File: src/rtl/mips_instruction_synthesize.sv
// Pseudo-random MIPS instruction generator: emits reqCount words whose op/func
// fields fall in the requested category, driven by a 32-bit Galois LFSR.
module mips_instruction_synthesize #(
   parameter logic [31:0]  SEED    = 32'hACE1_2468,
   parameter int unsigned  COUNT_W = 16
) (
   input  logic               clock,
   input  logic               reset,
   input  logic               reqValid,
   output logic               reqReady,
   input  logic [3:0]         reqCategory,
   input  logic [COUNT_W-1:0] reqCount,
   output logic               instValid,
   input  logic               instReady,
   output logic [31:0]        instruction,
   output logic               instLast,
   output logic               busy
);

   localparam logic [31:0] TAPS     = 32'h8020_0003;
   localparam logic [31:0] SEED_EFF = (SEED == '0) ? 32'h1 : SEED;

   typedef enum logic [3:0] {
      CAT_RSHIFT  = 4'd0,
      CAT_RSHIFTV = 4'd1,
      CAT_RHILO   = 4'd2,
      CAT_RLONG   = 4'd3,
      CAT_RARITH  = 4'd4,
      CAT_RLOGIC  = 4'd5,
      CAT_RCOMP   = 4'd6,
      CAT_BRANCH  = 4'd7,
      CAT_JUMP    = 4'd8,
      CAT_ARITH   = 4'd9,
      CAT_COMP    = 4'd10,
      CAT_LOGIC   = 4'd11,
      CAT_LOAD    = 4'd12,
      CAT_STORE   = 4'd13,
      CAT_OTHER   = 4'd14
   } cat_e;

   typedef enum logic {
      IDLE,
      EMIT
   } state_e;

   state_e             state_q, state_d;
   logic [31:0]        lfsr_q, lfsr_d;
   logic [COUNT_W-1:0] remaining_q;
   logic [3:0]         cat_q, cat_sel;
   logic               req_hs, inst_hs, load_word;
   logic               rtype;
   logic [5:0]         op, func;
   logic [31:0]        word_d;

   function automatic logic [31:0] lfsr_step(input logic [31:0] r);
      lfsr_step = {1'b0, r[31:1]} ^ (r[0] ? TAPS : '0);
   endfunction

   // FSM next-state and handshake decode
   always_comb begin
      state_d   = state_q;
      reqReady  = 1'b0;
      instValid = 1'b0;
      busy      = 1'b0;
      instLast  = 1'b0;
      req_hs    = 1'b0;
      inst_hs   = 1'b0;
      load_word = 1'b0;
      case (state_q)
         IDLE: begin
            reqReady = 1'b1;
            if (reqValid) begin
               req_hs = 1'b1;
               if (reqCount != '0) begin
                  state_d   = EMIT;
                  load_word = 1'b1;
               end
            end
         end
         EMIT: begin
            instValid = 1'b1;
            busy      = 1'b1;
            instLast  = (remaining_q == COUNT_W'(1));
            if (instReady) begin
               inst_hs = 1'b1;
               if (remaining_q == COUNT_W'(1)) begin
                  state_d = IDLE;
               end else begin
                  load_word = 1'b1;
               end
            end
         end
         default: state_d = IDLE;
      endcase
   end

   always_ff @(posedge clock or negedge reset) begin
      if (!reset) begin
         state_q <= IDLE;
      end else begin
         state_q <= state_d;
      end
   end

   // The next word is built from the post-step LFSR so it is ready with no bubble.
   always_comb begin
      lfsr_d  = inst_hs ? lfsr_step(lfsr_q) : lfsr_q;
      cat_sel = req_hs ? reqCategory : cat_q;
   end

   always_comb begin
      rtype = 1'b0;
      op    = '0;
      func  = '0;
      case (cat_sel)
         CAT_RSHIFT: begin
            rtype = 1'b1;
            func  = lfsr_d[31] ? {3'b001, lfsr_d[2:0]} : {4'b0000, lfsr_d[1:0]};
         end
         CAT_RSHIFTV: begin
            rtype = 1'b1;
            func  = {4'b0001, lfsr_d[1:0]};
         end
         CAT_RHILO: begin
            rtype = 1'b1;
            func  = {3'b010, lfsr_d[2:0]};
         end
         CAT_RLONG: begin
            rtype = 1'b1;
            func  = {3'b011, lfsr_d[2:0]};
         end
         CAT_RARITH: begin
            rtype = 1'b1;
            func  = {4'b1000, lfsr_d[1:0]};
         end
         CAT_RLOGIC: begin
            rtype = 1'b1;
            func  = {4'b1001, lfsr_d[1:0]};
         end
         CAT_RCOMP: begin
            rtype = 1'b1;
            func  = {3'b101, lfsr_d[2:0]};
         end
         CAT_BRANCH: op = lfsr_d[31] ? {4'b0001, lfsr_d[27:26]} : 6'b000001;
         CAT_JUMP:   op = {5'b00001, lfsr_d[26]};
         CAT_ARITH:  op = {5'b00100, lfsr_d[26]};
         CAT_COMP:   op = {5'b00101, lfsr_d[26]};
         CAT_LOGIC:  op = {4'b0011, lfsr_d[27:26]};
         CAT_LOAD:   op = {3'b100, lfsr_d[28:26]};
         CAT_STORE:  op = {3'b101, lfsr_d[28:26]};
         default:    op = {2'b01, lfsr_d[29:26]};
      endcase
      word_d = rtype ? {6'b000000, lfsr_d[25:6], func} : {op, lfsr_d[25:0]};
   end

   always_ff @(posedge clock or negedge reset) begin
      if (!reset) begin
         lfsr_q      <= SEED_EFF;
         remaining_q <= '0;
         cat_q       <= '0;
         instruction <= '0;
      end else begin
         lfsr_q <= lfsr_d;
         if (req_hs) begin
            cat_q       <= reqCategory;
            remaining_q <= reqCount;
         end else if (inst_hs) begin
            remaining_q <= remaining_q - COUNT_W'(1);
         end
         if (load_word) begin
            instruction <= word_d;
         end
      end
   end

endmodule
File: config.mk
export PLATFORM = sky130hd
export DESIGN_NAME = mips_instruction_synthesize
export DESIGN_NICKNAME = d
export VERILOG_FILES = /design/src/rtl/mips_instruction_synthesize.sv
export SDC_FILE = /design/constraint.sdc
export NUM_CORES = 1
export LEC_CHECK = 0
export BUFFER_PORTS_ARGS = -buffer_cell sky130_fd_sc_hd__buf_2
export CORE_AREA = 5 5 106 133
export DETAILED_ROUTE_END_ITERATION = 16
export DIE_AREA = 0 0 111 138
export HOLD_SLACK_MARGIN = 0.05
export PLACE_DENSITY_LB_ADDON = 0.3
export SETUP_SLACK_MARGIN = 0.15
export SKIP_CTS_REPAIR_TIMING = 1
export SLEW_MARGIN = 40
export SYNTH_ARGS = -nofsm -noshare
export SYNTH_HDL_FRONTEND = slang
export SYNTH_SLANG_ARGS = --single-unit
File: constraint.sdc
create_clock -name clock -period 4.1 [get_ports clock]
set_input_delay 0.41 -clock clock [delete_from_list [all_inputs] [get_ports clock]]
set_output_delay 0.41 -clock clock [all_outputs]
set_load 0.1 [all_outputs]
* Word level (Yosys, flattened, before mapping)
Index checks and enable logic that the tools add are counted.
Storage, ports and cells: register bits after elaboration 85, input bits 24, output and inout port bits 36, word-level logic and storage cells 52
Operators by class: add/sub/neg operators 1, equality and inequality tests 14, mux-type cells 25, bitwise operators 2, reduce and logical (&&, ||, !) cells 4
Operators by type and width (number):
- 32-bit two-way mux | 3
- 6-bit case mux with 8 select lines | 1
- 6-bit case mux with 7 select lines | 1
- 16-bit two-way mux | 2
- 31-bit by 32-bit XOR with 32-bit output | 1
- 4-bit == test (second input constant) | 6
- 16-bit by 1-bit == test with 1-bit output (second input constant) | 1
- 4-bit by 3-bit == test with 1-bit output (second input constant) | 4
- 16-bit nonzero test | 1
- 16-bit by 1-bit subtractor with 16-bit output (second input constant) | 1
- 1-bit two-way mux | 13
- 4-bit by 2-bit == test with 1-bit output (second input constant) | 2
- 4-bit two-way mux | 2
- 7-bit OR reduction | 1
- 4-bit by 1-bit == test with 1-bit output (second input constant) | 1
- 4-bit logical NOT | 1
- 1-bit case mux with 2 select lines | 2
- 3-bit two-way mux | 1
- 2-bit nonzero test | 1
- 1-bit NOT | 1

* Depth between registers and ports, before layout
word-level depth 7, depth in mapped cells 8

* Worst setup path before layout
No wires, ideal clock.
kind reg2out, from register state_q, to output port instLast, data arrival time 3.145 ns, data required time 3.690 ns, setup slack 0.545 ns, stages on the path, launching flop included 3, path buffers 0, path through dfrtp_1 inv_1 nor2_1
On the way: word-level cells in the longest chain between the ends 1
Ends and longest elaborated chain:
- start, declared | RTL line 46 | state_e state_q, state_d;
- start signal, assigned | RTL line 101 | state_q <= state_d;
- 1-bit two-way mux | RTL line 69 | case (state_q)
- end, declared | RTL line 16 | output logic instLast,
No other way between the ends.

* Worst setup path in the final report
from register remaining_q[7], to output port instLast
On the way: word-level cells in the longest chain between the ends 2
Ends and longest elaborated chain:
- start, declared | RTL line 48 | logic [COUNT_W-1:0] remaining_q;
- start signal, assigned | RTL line 166 | remaining_q <= reqCount;
- start signal, assigned | RTL line 168 | remaining_q <= remaining_q - COUNT_W'(1);
- 16-bit by 1-bit == test with 1-bit output | RTL line 83 | instLast = (remaining_q == COUNT_W'(1));
- 1-bit two-way mux | RTL line 69
No other way between the ends.

==> impl_results.md <==
- Post-synth EDFFs: 0
- Worst-path maximum fanout: 4
- Post-Syn Area: 3740 µm²
- Fmax: 0.381 GHz
- Hold Fails Final Rpt: 0
- Core region area: 12600 µm²
- #FFs+latches synth: 85
- Diodes inserted: 0
- RSZ-0062 raised after global routing: no
- Initial antenna violation count: 0
- Post-layout min period: 2.63 ns
- Synth warn: 0
- Pin count of the biggest net entering global routing: 86
- GRT Residual Overflow: 0
- Starting Density: 29.7%
- Synth-to-Final Area Change: 21.1%
- Total iterations of the first detailed-routing run: 5
- CTS tree: yes
- Core Rows: 46
- Clock-pin slew on the worst setup and hold paths: 0.06 ns
- Clk_skew: 0.00610 ns
- Die Wd: 111 µm
- Via Count: 2765
- Setup Crit Path Kind: reg -> out
- PwrDens: 626 nW/µm²
- Post-synth net total: 385
- Global-route wire length before repair: 14.2 mm
- Critical path startpoint: remaining_q[7]$_DFFE_PN0P_
- Final ANT Viol Nets: 0
- Residual DRC count: 0
- CP Capture Type: primary output
- FFs w/ async S/R, synth: 100%
- IO Port Bufs: 59
- Vias in the first global route: 2869
- Die area: 15300 µm²
- Mean routed wirelength per cell: 14.0 µm
- HPWL Detailed: 5.74 mm
- Detailed Route WL: 8.22 mm
- Critical Path RT: 3.69 ns
- CP Cell Sequence: nor4_1 -> nand4_1 -> nor2_1 -> buf_2
- Worst-path cell with the longest stage delay: nor4_1
- Syn_area_per_cell: 10.4 µm²
- Yosys top cell by area: dfrtp_1
- Total of max-cap violations: 0
- Crit path arrival time: 2.22 ns
- RR Startpoint: state_q$_DFF_PN0_
- Root Driver: clkbuf_16
- CTS H-tree depth: 3
- Status: completed
- Worst slew pin tran: 0.762 ns
- DP Worst Slack: 1.65 ns
- Slew Limit Fails: 0
- Clock sinks: 85
- Fin Setup TNS: 0 ns
- Syn Inst Count: 359
- Worst Hold Class: in -> async
- Dominant cells by area after synthesis: dfrtp_1 48%, nand2_1 9.7%, dfstp_2 9.1%, mux2_2 8.1%, o211ai_1 2.2%
- Startpoint Class: flop
- DR iter-0 viols: 181
- Clock Path Buffers: 2
- VDD IR max: 380 µV
- Setup violators final: 0
- TritonCTS buffer count: 9
- Crit share post-route: 64.0%
- Setup ws final: 1.47 ns
- Total track usage: 11.3%
- Relative slew slack: 49.2%
- Top-Level Pins: 60
- Layout Nets: 438
- Area share of the largest cell type after synthesis: 48.2%
- Ratio of cells with drive above 1 in the final layout: 29.5%
- Synth cell types: 46
- Worst skew pair latency: 0.34 ns
- Ys flop type: dfrtp_1
- Leak: 2.23 nW
- Die H: 138 µm
- CP max stage delay: 0.61 ns
- Avg Vias per Cell: 4.73
- Final GP Congestion: 0.766
- Post-synthesis sequential area ratio: 57.3%
- # fillers: 1298
## report_power, final
group	internal, mW	switching, mW
clock network	0.563	0.346
logic	0.218	0.620
registers	0.972	0.118
## synth_stat cells, drive strengths merged, types with 6 or more instances
cell type / count
nand2: 97
nor2: 15
o211ai: 11
mux2i: 8
clkbuf: 13
nor4: 7
inv: 11
buf: 8
o21ai: 9
a21oi: 7
dfstp: 13
o311ai: 6
nand3: 9
dfrtp: 72
mux2: 27
## logic make-up after synthesis
kind of cell               share of synthesized area [%]
AOI/OAI and AO/OA                                   9.77
and+or+nand+nor                                     17.1
buffers and inverters                               3.61
DFF                                                 57.3
muxes                                               10.4
adders and majority gates                          0.669
xor gates and xnor gates                            1.17
## cell usage in the layout, fill, tap and decap left out, types with 3 or more instances in the layout
master     Yosys  final
a21o_1         3      3
a21oi_1        7      7
a221o_1        3      3
buf_2          3     58
buf_4          1      4
clkbuf_16      0      9
dfrtp_1       72     72
dfstp_2       13     13
inv_1         11     11
mux2_2        27     27
mux2i_1        7      7
nand2_1       97     97
nand2b_1       3      3
nand3_1        9      9
nand4_1        5      5
nor2_1        15     15
nor3_1         4      4
nor4_1         7      7
o211ai_1      11     11
o21ai_0        9      9
o22ai_1        3      3
o311ai_0       4      4
xnor2_1        4      4
## state kept, by name (all words and copies together) (netlist names)
name / flops
state_q: 1
cat_q: 4
remaining_q: 16
instruction: 32
lfsr_q: 32
## layout make-up
cell class,instances,area (µm²),area share (%)
Sequential cell,85,2140,47.3
Multi-Input combinational cell,242,1460,32.3
Timing Repair Buffer,63,334,7.38
Clock buffer,10,239,5.28
Tap cell,168,210,4.64
Clock inverter,6,100,2.21
Inverter,11,41.3,0.912
## metal layers
| metal | GRT usage (%) | part of all wire [%] | vias to the layer above |
|---|---|---|---|
| li1 | - | - | 1348 |
| met1 | 14.2 | 45 | 1339 |
| met2 | 18.4 | 48 | 66 |
| met5 | 0 | 0 | - |
| met3 | 2.84 | 4.9 | 12 |
| met4 | 4.86 | 2.1 | 0 |
## final timing paths
path / cells past startpoint / endpoint / slack [ns]
max: 4 / instLast / 1.47
min: 1 / remaining_q[12]$_DFFE_PN0P_ / 0.07
max reg2reg: 6 / instruction[27]$_DFFE_PN0P_ / 1.63
min reg2reg: 2 / lfsr_q[22]$_DFF_PN1_ / 0.47
max in group asynchronous: 1 / instruction[2]$_DFFE_PN0P_ / 3.49
min in group clock: 3 / remaining_q[2]$_DFFE_PN0P_ / 0.29
## critical path, delay by kind of cell, from the launching register on
| kind | cells | cell delay, ns |
|---|---|---|
| flip-flops | 1 | 0.40 |
| AND/OR/NAND/NOR | 3 | 1.04 |
| buffers and inverters | 1 | 0.44 |
## through the flow
| step | cells | hold WS (ns) | total power, mW | utilization, % | cell area [µm²] |
|---|---|---|---|---|---|
| finish | 585 | 0.0750 | 2.84 | 35.9 | 4530 |
| global route | 585 | 0.162 | 3.00 | 35.9 | 4530 |
| CTS | 585 | 0.153 | 2.88 | 35.9 | 4530 |
| detailed placement | 569 | 0.465 | 1.95 | 33.2 | 4190 |
| global placement | 569 | 0.455 | 1.93 | 33.2 | 4180 |
| floorplan | 359 | 0.114 | 1.76 | - | 3740 |
Power figures use the tool's default switching activity.
